==> config.mk <==
export PLATFORM = sky130hd
export DESIGN_NAME = feature_frame_assembler
export DESIGN_NICKNAME = d
export VERILOG_FILES = /design/src/rtl/feature_frame_assembler_pkg.sv /design/src/rtl/feature_frame_assembler_pingpong_buffer.sv /design/src/rtl/feature_frame_assembler.sv
export SDC_FILE = /design/constraint.sdc
export NUM_CORES = 1
export LEC_CHECK = 0
export ABC_CLOCK_PERIOD_IN_PS = 3470
export CAP_MARGIN = 30
export CORE_ASPECT_RATIO = 1.75
export CORE_MARGIN = 5
export CORE_UTILIZATION = 45
export DETAILED_ROUTE_END_ITERATION = 12
export DONT_BUFFER_PORTS = 1
export PLACE_DENSITY = 0.67
export SKIP_CTS_REPAIR_TIMING = 1
export SYNTH_ARGS = -nofsm -noshare
export SYNTH_HDL_FRONTEND = slang
export SYNTH_SLANG_ARGS = --single-unit
==> constraint.sdc <==
create_clock -name clk -period 3.47 [get_ports clk]
set_input_delay 0.694 -clock clk [delete_from_list [all_inputs] [get_ports clk]]
set_output_delay 0.694 -clock clk [all_outputs]
set_load 0.005 [all_outputs]
==> src/rtl/feature_frame_assembler_pkg.sv <==
// Shared constants, sizing macro and state type for the feature frame assembler.
// Provides `TOTAL_NUM_CHANNEL, `CHANNEL_WIDTH and `ceilLog2 to every file that follows it.
`ifndef FEATURE_FRAME_ASSEMBLER_DEFS
`define FEATURE_FRAME_ASSEMBLER_DEFS
`define TOTAL_NUM_CHANNEL 214
`define CHANNEL_WIDTH 2
`define ceilLog2(x) (((x) <= 1) ? 1 : $clog2(x))
`endif

package feature_frame_assembler_pkg;

    localparam int TOTAL_CHANNELS = `TOTAL_NUM_CHANNEL;
    localparam int FEATURE_W      = `CHANNEL_WIDTH;
    localparam int CH_IDX_W       = `ceilLog2(`TOTAL_NUM_CHANNEL);

    typedef enum logic {
        FILL    = 1'b0,
        DISCARD = 1'b1
    } asm_state_t;

    // Channel 0 lands at the MSBs, so beat k occupies the slice ending here.
    function automatic int beat_msb(input int k, input int nc, input int cw);
        return (nc - k) * cw - 1;
    endfunction

endpackage

==> src/rtl/feature_frame_assembler_pingpong_buffer.sv <==
// Two frame registers filled one beat at a time; rd_sel picks the frame presented downstream.
module frame_pingpong_buffer
    import feature_frame_assembler_pkg::*;
#(
    parameter int NUM_CHANNEL   = TOTAL_CHANNELS,
    parameter int CHANNEL_WIDTH = FEATURE_W,
    parameter int IDX_W         = CH_IDX_W
) (
    input  logic                                 clk,
    input  logic                                 wr_en,
    input  logic                                 wr_sel,
    input  logic [IDX_W-1:0]                     wr_idx,
    input  logic [CHANNEL_WIDTH-1:0]             wr_data,
    input  logic                                 rd_sel,
    output logic [NUM_CHANNEL*CHANNEL_WIDTH-1:0] rd_data
);

    localparam int FRAME_W = NUM_CHANNEL * CHANNEL_WIDTH;

    logic [FRAME_W-1:0] bank0;
    logic [FRAME_W-1:0] bank1;

    // Contents are deliberately left unreset; occupancy in the top decides validity.
    always_ff @(posedge clk) begin
        for (int k = 0; k < NUM_CHANNEL; k++) begin
            if (wr_en && (wr_idx == IDX_W'(k))) begin
                if (wr_sel) begin
                    bank1[beat_msb(k, NUM_CHANNEL, CHANNEL_WIDTH) -: CHANNEL_WIDTH] <= wr_data;
                end else begin
                    bank0[beat_msb(k, NUM_CHANNEL, CHANNEL_WIDTH) -: CHANNEL_WIDTH] <= wr_data;
                end
            end
        end
    end

    assign rd_data = rd_sel ? bank1 : bank0;

endmodule

==> src/rtl/feature_frame_assembler.sv <==
// Serial feature stream to full-frame assembler with ping-pong buffering.
// Optional framing check on s_last is enabled by defining FRAME_CHECK_EN.
module feature_frame_assembler
    import feature_frame_assembler_pkg::*;
#(
    parameter int NUM_CHANNEL   = `TOTAL_NUM_CHANNEL,
    parameter int CHANNEL_WIDTH = `CHANNEL_WIDTH
) (
    input  logic                                 clk,
    input  logic                                 rst,
    input  logic                                 s_valid,
    output logic                                 s_ready,
    input  logic [CHANNEL_WIDTH-1:0]             s_feature,
    input  logic                                 s_last,
    output logic                                 fin_valid,
    input  logic                                 fin_ready,
    output logic [NUM_CHANNEL*CHANNEL_WIDTH-1:0] features_top,
    output logic                                 frame_err
);

    localparam int IDX_W = `ceilLog2(NUM_CHANNEL);

    asm_state_t       state;
    logic [IDX_W-1:0] wr_idx;
    logic             wr_sel;
    logic             rd_sel;
    logic [1:0]       occ;
    logic [1:0]       occ_next;

    logic accept;
    logic fill_beat;
    logic at_last_idx;
    logic early_last;
    logic missing_last;
    logic frame_done;
    logic frame_hs;
    logic beat_err;

    assign accept      = s_valid && s_ready;
    assign fill_beat   = accept && (state == FILL);
    assign at_last_idx = (wr_idx == IDX_W'(NUM_CHANNEL - 1));
    assign frame_hs    = fin_valid && fin_ready;

`ifdef FRAME_CHECK_EN
    assign early_last   = fill_beat && s_last && !at_last_idx;
    assign missing_last = fill_beat && !s_last && at_last_idx;
    assign frame_done   = fill_beat && s_last && at_last_idx;
`else
    logic unused_s_last;
    assign unused_s_last = s_last;
    assign early_last    = 1'b0;
    assign missing_last  = 1'b0;
    assign frame_done    = fill_beat && at_last_idx;
`endif

    assign beat_err = early_last || missing_last;

    // Completion and handshake in the same cycle cancel out.
    always_comb begin
        occ_next = occ;
        case ({frame_done, frame_hs})
            2'b10:   occ_next = occ + 2'd1;
            2'b01:   occ_next = occ - 2'd1;
            default: occ_next = occ;
        endcase
    end

    always_ff @(posedge clk) begin
        if (rst) begin
            state     <= FILL;
            wr_idx    <= '0;
            wr_sel    <= 1'b0;
            rd_sel    <= 1'b0;
            occ       <= 2'd0;
            s_ready   <= 1'b0;
            fin_valid <= 1'b0;
            frame_err <= 1'b0;
        end else begin
            occ       <= occ_next;
            fin_valid <= (occ_next != 2'd0);
            s_ready   <= (occ_next != 2'd2);
            frame_err <= beat_err;

            if (frame_done) begin
                wr_sel <= ~wr_sel;
            end
            if (frame_hs) begin
                rd_sel <= ~rd_sel;
            end

            case (state)
                FILL: begin
                    if (fill_beat) begin
                        wr_idx <= (at_last_idx || early_last) ? '0 : wr_idx + 1'b1;
                    end
                    if (missing_last) begin
                        state <= DISCARD;
                    end
                end
                // wr_idx was already cleared on the beat that entered this state.
                DISCARD: begin
`ifdef FRAME_CHECK_EN
                    if (accept && s_last) begin
                        state <= FILL;
                    end
`else
                    state <= FILL;
`endif
                end
            endcase
        end
    end

    frame_pingpong_buffer #(
        .NUM_CHANNEL   (NUM_CHANNEL),
        .CHANNEL_WIDTH (CHANNEL_WIDTH),
        .IDX_W         (IDX_W)
    ) u_buffer (
        .clk     (clk),
        .wr_en   (fill_beat),
        .wr_sel  (wr_sel),
        .wr_idx  (wr_idx),
        .wr_data (s_feature),
        .rd_sel  (rd_sel),
        .rd_data (features_top)
    );

endmodule

# Yosys cells after proc, flatten, opt, wreduce, memory -nomap -nowiden
# Cells that the tools add are included.
# Widths: inputs -> output; s select.
[totals]
register_bits = 870
out_inout_bits = 431
elab_cells = 1304
[classes]
n_addsub = 3
eq_ne = 216
n_mux = 3
n_bitwise = 2
reduce_logical = 646
[op_table]
columns = ["operator", "n"]
rows = [
  ["$reduce_and 2->1", 428],
  ["$eq 8x8->1 const B", 86],
  ["$eq 8x7->1 const B", 64],
  ["$mux 428", 1],
  ["$eq 8x6->1 const B", 32],
  ["$logic_and 1x1->1", 216],
  ["$eq 8x5->1 const B", 16],
  ["$eq 8x4->1 const B", 8],
  ["$eq 8x3->1 const B", 4],
  ["$eq 8x2->1 const B", 2],
  ["$add 8x1->8 const B", 1],
  ["$eq 8x1->1 const B", 1],
  ["$logic_not 8->1", 1],
  ["$mux 8", 1],
  ["$pmux 2 s2", 1],
  ["$add 2x1->2 const B", 1],
  ["$eq 2x1->1 const B", 1],
  ["$eq 2x2->1 const B", 1],
  ["$ne 2x2->1 const B", 1],
  ["$not 1->1", 2],
  ["$reduce_bool 2->1", 1],
  ["$sub 2x1->2 const B", 1],
]

# Longest topological paths before layout
[depth]
depth_word = 5
ltp_mapped = 9
ltp_nobuf = 8

# Cells and area by module
# From an unflattened synthesis, not the netlist that was laid out.
[unflattened]
hier_cells = 2057
area_unflattened_um2 = 35708.0
[by_module_without_submodules]
columns = ["mod", "n_inst", "cells_each", "area_per_inst_um2", "seq_area_each_um2"]
rows = [
  ["frame_pingpong_buffer", 1, 1980, 35033.6, 25704.7],
  ["feature_frame_assembler", 1, 77, 674.4, 280.3],
]

# Least setup slack after synthesis
# Ideal clock, no wire load.
[synth_timing]
path_type = "input -> register"
startpoint = "in s_valid"
endpoint = "reg occ[1]"
setup_ps = 70
arrival_ps = 2184
t_required_ps = 3400
setup_slack_ps = 1216
cell_stages = 6
n_path_buf = 1
path_cell_list = "buf_2 -> nand3_1 -> or3_1 -> ha_1 -> or3_1 -> a21oi_1"
[synth_via]
elab_chain_cells = 4
[synth_lines]
columns = ["item", "line_no", "text"]
rows = [
  ["from (decl)", "feature_frame_assembler.sv:11", "input logic s_valid,"],
  ["$logic_and 1x1->1 *", "feature_frame_assembler.sv:39", "assign accept = s_valid && s_ready;"],
  ["$logic_and 1x1->1 *", "feature_frame_assembler.sv:53", "assign frame_done = fill_beat && at_last_idx;"],
  ["$eq 2x1->1 or $eq 2x2->1 (tied branches)", "feature_frame_assembler.sv:61", "case ({frame_done, frame_hs})"],
  ["$pmux 2 s2 *", "feature_frame_assembler.sv:61", ""],
  ["to (signal assigned)", "feature_frame_assembler.sv:79", "occ <= occ_next;"],
  ["to (decl)", "feature_frame_assembler.sv:27", "logic [1:0] occ;"],
]
# Mark *: on every way between the ends. The rest lies on a longest branch, timed or not.
# A chain may end at the register's enable or synchronous reset.

# Worst setup path in the final report
[layout_timing]
startpoint = "reg rd_sel"
endpoint = "out features_top[309]"
[layout_via]
elab_chain_cells = 1
[layout_lines]
columns = ["item", "line_no", "text"]
rows = [
  ["from (decl)", "feature_frame_assembler.sv:26", "logic rd_sel;"],
  ["from (signal assigned)", "feature_frame_assembler.sv:88", "rd_sel <= ~rd_sel;"],
  ["$mux 428", "feature_frame_assembler_pingpong_buffer.sv:36", "assign rd_data = rd_sel ? bank1 : bank0;"],
  ["to (decl)", "feature_frame_assembler.sv:17", "output logic [NUM_CHANNEL*CHANNEL_WIDTH-1:0] features_top,"],
]
# Every way passes these cells.

==> run summary <==
Total power = 20.2 mW
First-pass GRT wire length = 116000 µm
Initial antenna violation count = 0
Port bufs = 0
Syn avg cell area = 17.1 µm²
Core area = 75100 µm²
Die Wd = 218 µm
RSZ-0062 raised after global routing = no
GR Overflow Total = 0
DR DRC count = 0
Setup TNS = 0 ps
Tmin final = 3040 ps
Routed Wire Length = 81000 µm
Pre-CTS setup slack = 888 ps
CTS tree = built
Most common cell after layout, fill and taps aside = edfxtp_1
Mapped Cells = 1991
Nets@finish = 2003
Netlist Area Pre-Place = 34000 µm²
Fmax = 0.329 GHz
Max Cap Viol = 0
Synth async-reset ratio = 0%
Pwr dens = 534 nW/µm²
CP Data Arrival Time = 2340 ps
Hold Crit Class = in2reg
Clock latency on the worst-skew pair = 670 ps
Share of cells above drive strength 1 = 29.6%
Most frequent cells in the layout = 856 x edfxtp_1, 428 x mux2_2, 400 x nor2_1
GP Congestion = 0.778
Routed len/inst = 26.4 µm
Most used cell, CP = buf_12
Top_reg_cell synth = edfxtp_1
Vias per cell = 5.43
Leading area contributor after synthesis = edfxtp_1
Peak supply drop = 455 µV
Post-synth top area share = 75.5%
Slew headroom = 22.9%
Count of final hold-check violations = 0
Count of final setup violators = 0
Worst Path Required = 2780 ps
Area contributors post-synth = edfxtp_1 75%, mux2_2 14%, nor2_1 4.4%
Layout filler cell count = 6177
TritonCTS Buffers = 77
Bufs on Longest Clock Path = 3
Initial detailed-routing violation count = 1320
Final worst slack = 432 ps
CP endpoint kind = output port
Cells along the critical path = buf_12 > buf_12 > mux2_2
CTS Sinks = 870
Dpl cells = 2924
Initial Util = 45.4%
Num rows = 133
Leak pwr = 11.3 nW
H-tree Lvls = 3
Worst path max stage delay = 600 ps
Number of flops mapped to enable cells by yosys = 856
Final Cell Area = 37700 µm²
Crit-path slowest cell = dfxtp_4
Die height = 374 µm
Slew @ Worst Pin = 1160 ps
Largest net degree at the start of global routing = 429
Clk slew on worst S/H paths = 60 ps
I/O pin count = 438
Worst setup SP type = register
Final HPWL DP = 51300 µm
Register area share after synthesis = 76.3%
DRT Pass-1 Iters = 6
Total GRT Usage = 19.3%
Worst Skew = 21.7 ps
FF+latch count, synth = 870
Syn Nets = 2003
Antenna Nets Post-Route = 0
Clk root buf = clkbuf_16
CP Max Fanout = 36
Die area = 81500 µm²
Area Overhead vs Synth = 10.8%
Setup CP Type = reg2out
Status = finished clean
Placed cell area = 35200 µm²
Cell Count, Final, Fillers Out = 3065
Number of global-route vias before repair = 17400
Yosys cell types = 42
Detailed-route via count = 16700
Yosys warning count = 0
Fin. max-slew vios = 0
Period utilisation layout = 87.6%
## critical path: cells and delay by family, from the launching register on
family	cells	cell delay (ps)
buf+inv	2	560
flops	1	600
mux	1	400
## layout make-up
class / instances / area (µm²) / area share (%)
sequential: 870 / 26000 / 68.9
multi-input combinational: 990 / 7440 / 19.7
clock buffer: 90 / 2000 / 5.29
tap: 1012 / 1270 / 3.36
clock inverter: 50 / 551 / 1.46
timing repair buffer: 44 / 463 / 1.23
inverter: 8 / 30.0 / 0.0796
antenna: 1 / 2.50 / 0.00663
## state kept, by name, indices dropped and copies added, names as in the netlist
signal	flops
wr_idx	8
u_buffer.bank0	428
occ	2
wr_sel	1
s_ready	1
u_buffer.bank1	428
rd_sel	1
fin_valid	1
## kinds of logic (layout without fill, tap and decap cells)
kind of cell,Yosys count,count (layout),share of synthesized area [%]
flip-flops,870,870,76.3
AND/OR/NAND/NOR,532,532,6.98
multiplexers,428,428,14.2
buffers and inverters,131,192,1.87
AO/OA/AOI/OAI,21,21,0.401
adder cells (fa/ha/maj),5,5,0.184
XOR/XNOR,3,3,0.0772
other,1,2,0.0110
## cell usage after synthesis, types with 7 or more instances
master	count
edfxtp_1	856
nand2_1	41
dfxtp_1	14
clkbuf_1	15
buf_2	106
nor4_4	7
inv_1	8
nor2_1	400
a21oi_1	9
and3_1	8
or3_1	7
and2_1	31
mux2_2	428
## report_power, final
| part | internal, mW | switching [mW] | total [mW] |
|---|---|---|---|
| Sequential | 11.5 | 0.00432 | 11.5 |
| Clock | 4.84 | 3.73 | 8.57 |
| Combinational | 0.00956 | 0.0358 | 0.0454 |
## through the flow
stage,util (%),hold WS (ps)
finish,50.3,85.5
global route,50.3,49.9
CTS,50.3,20.2
detailed placement,46.9,534
global placement,46.8,515
floorplan,-,494
## path summary, 6_finish.rpt
check	cells after the start	slack, ps	to	from
min reg2reg	2	540	wr_idx[0]	wr_idx[0]
max reg2reg	4	910	u_buffer.bank0[252]	wr_idx[0]
min	1	90	rd_sel	rst
max	3	430	features_top[309]	rd_sel
## metal layers
metal,up-vias,GRT usage [%],routed length [µm]
met5,-,0,0
met4,0,8.73,3620
met3,144,6.28,6360
met2,604,33.3,41600
met1,8556,21.8,29500
li1,7353,-,-
Note: power is estimated with default switching activity, not from simulation.
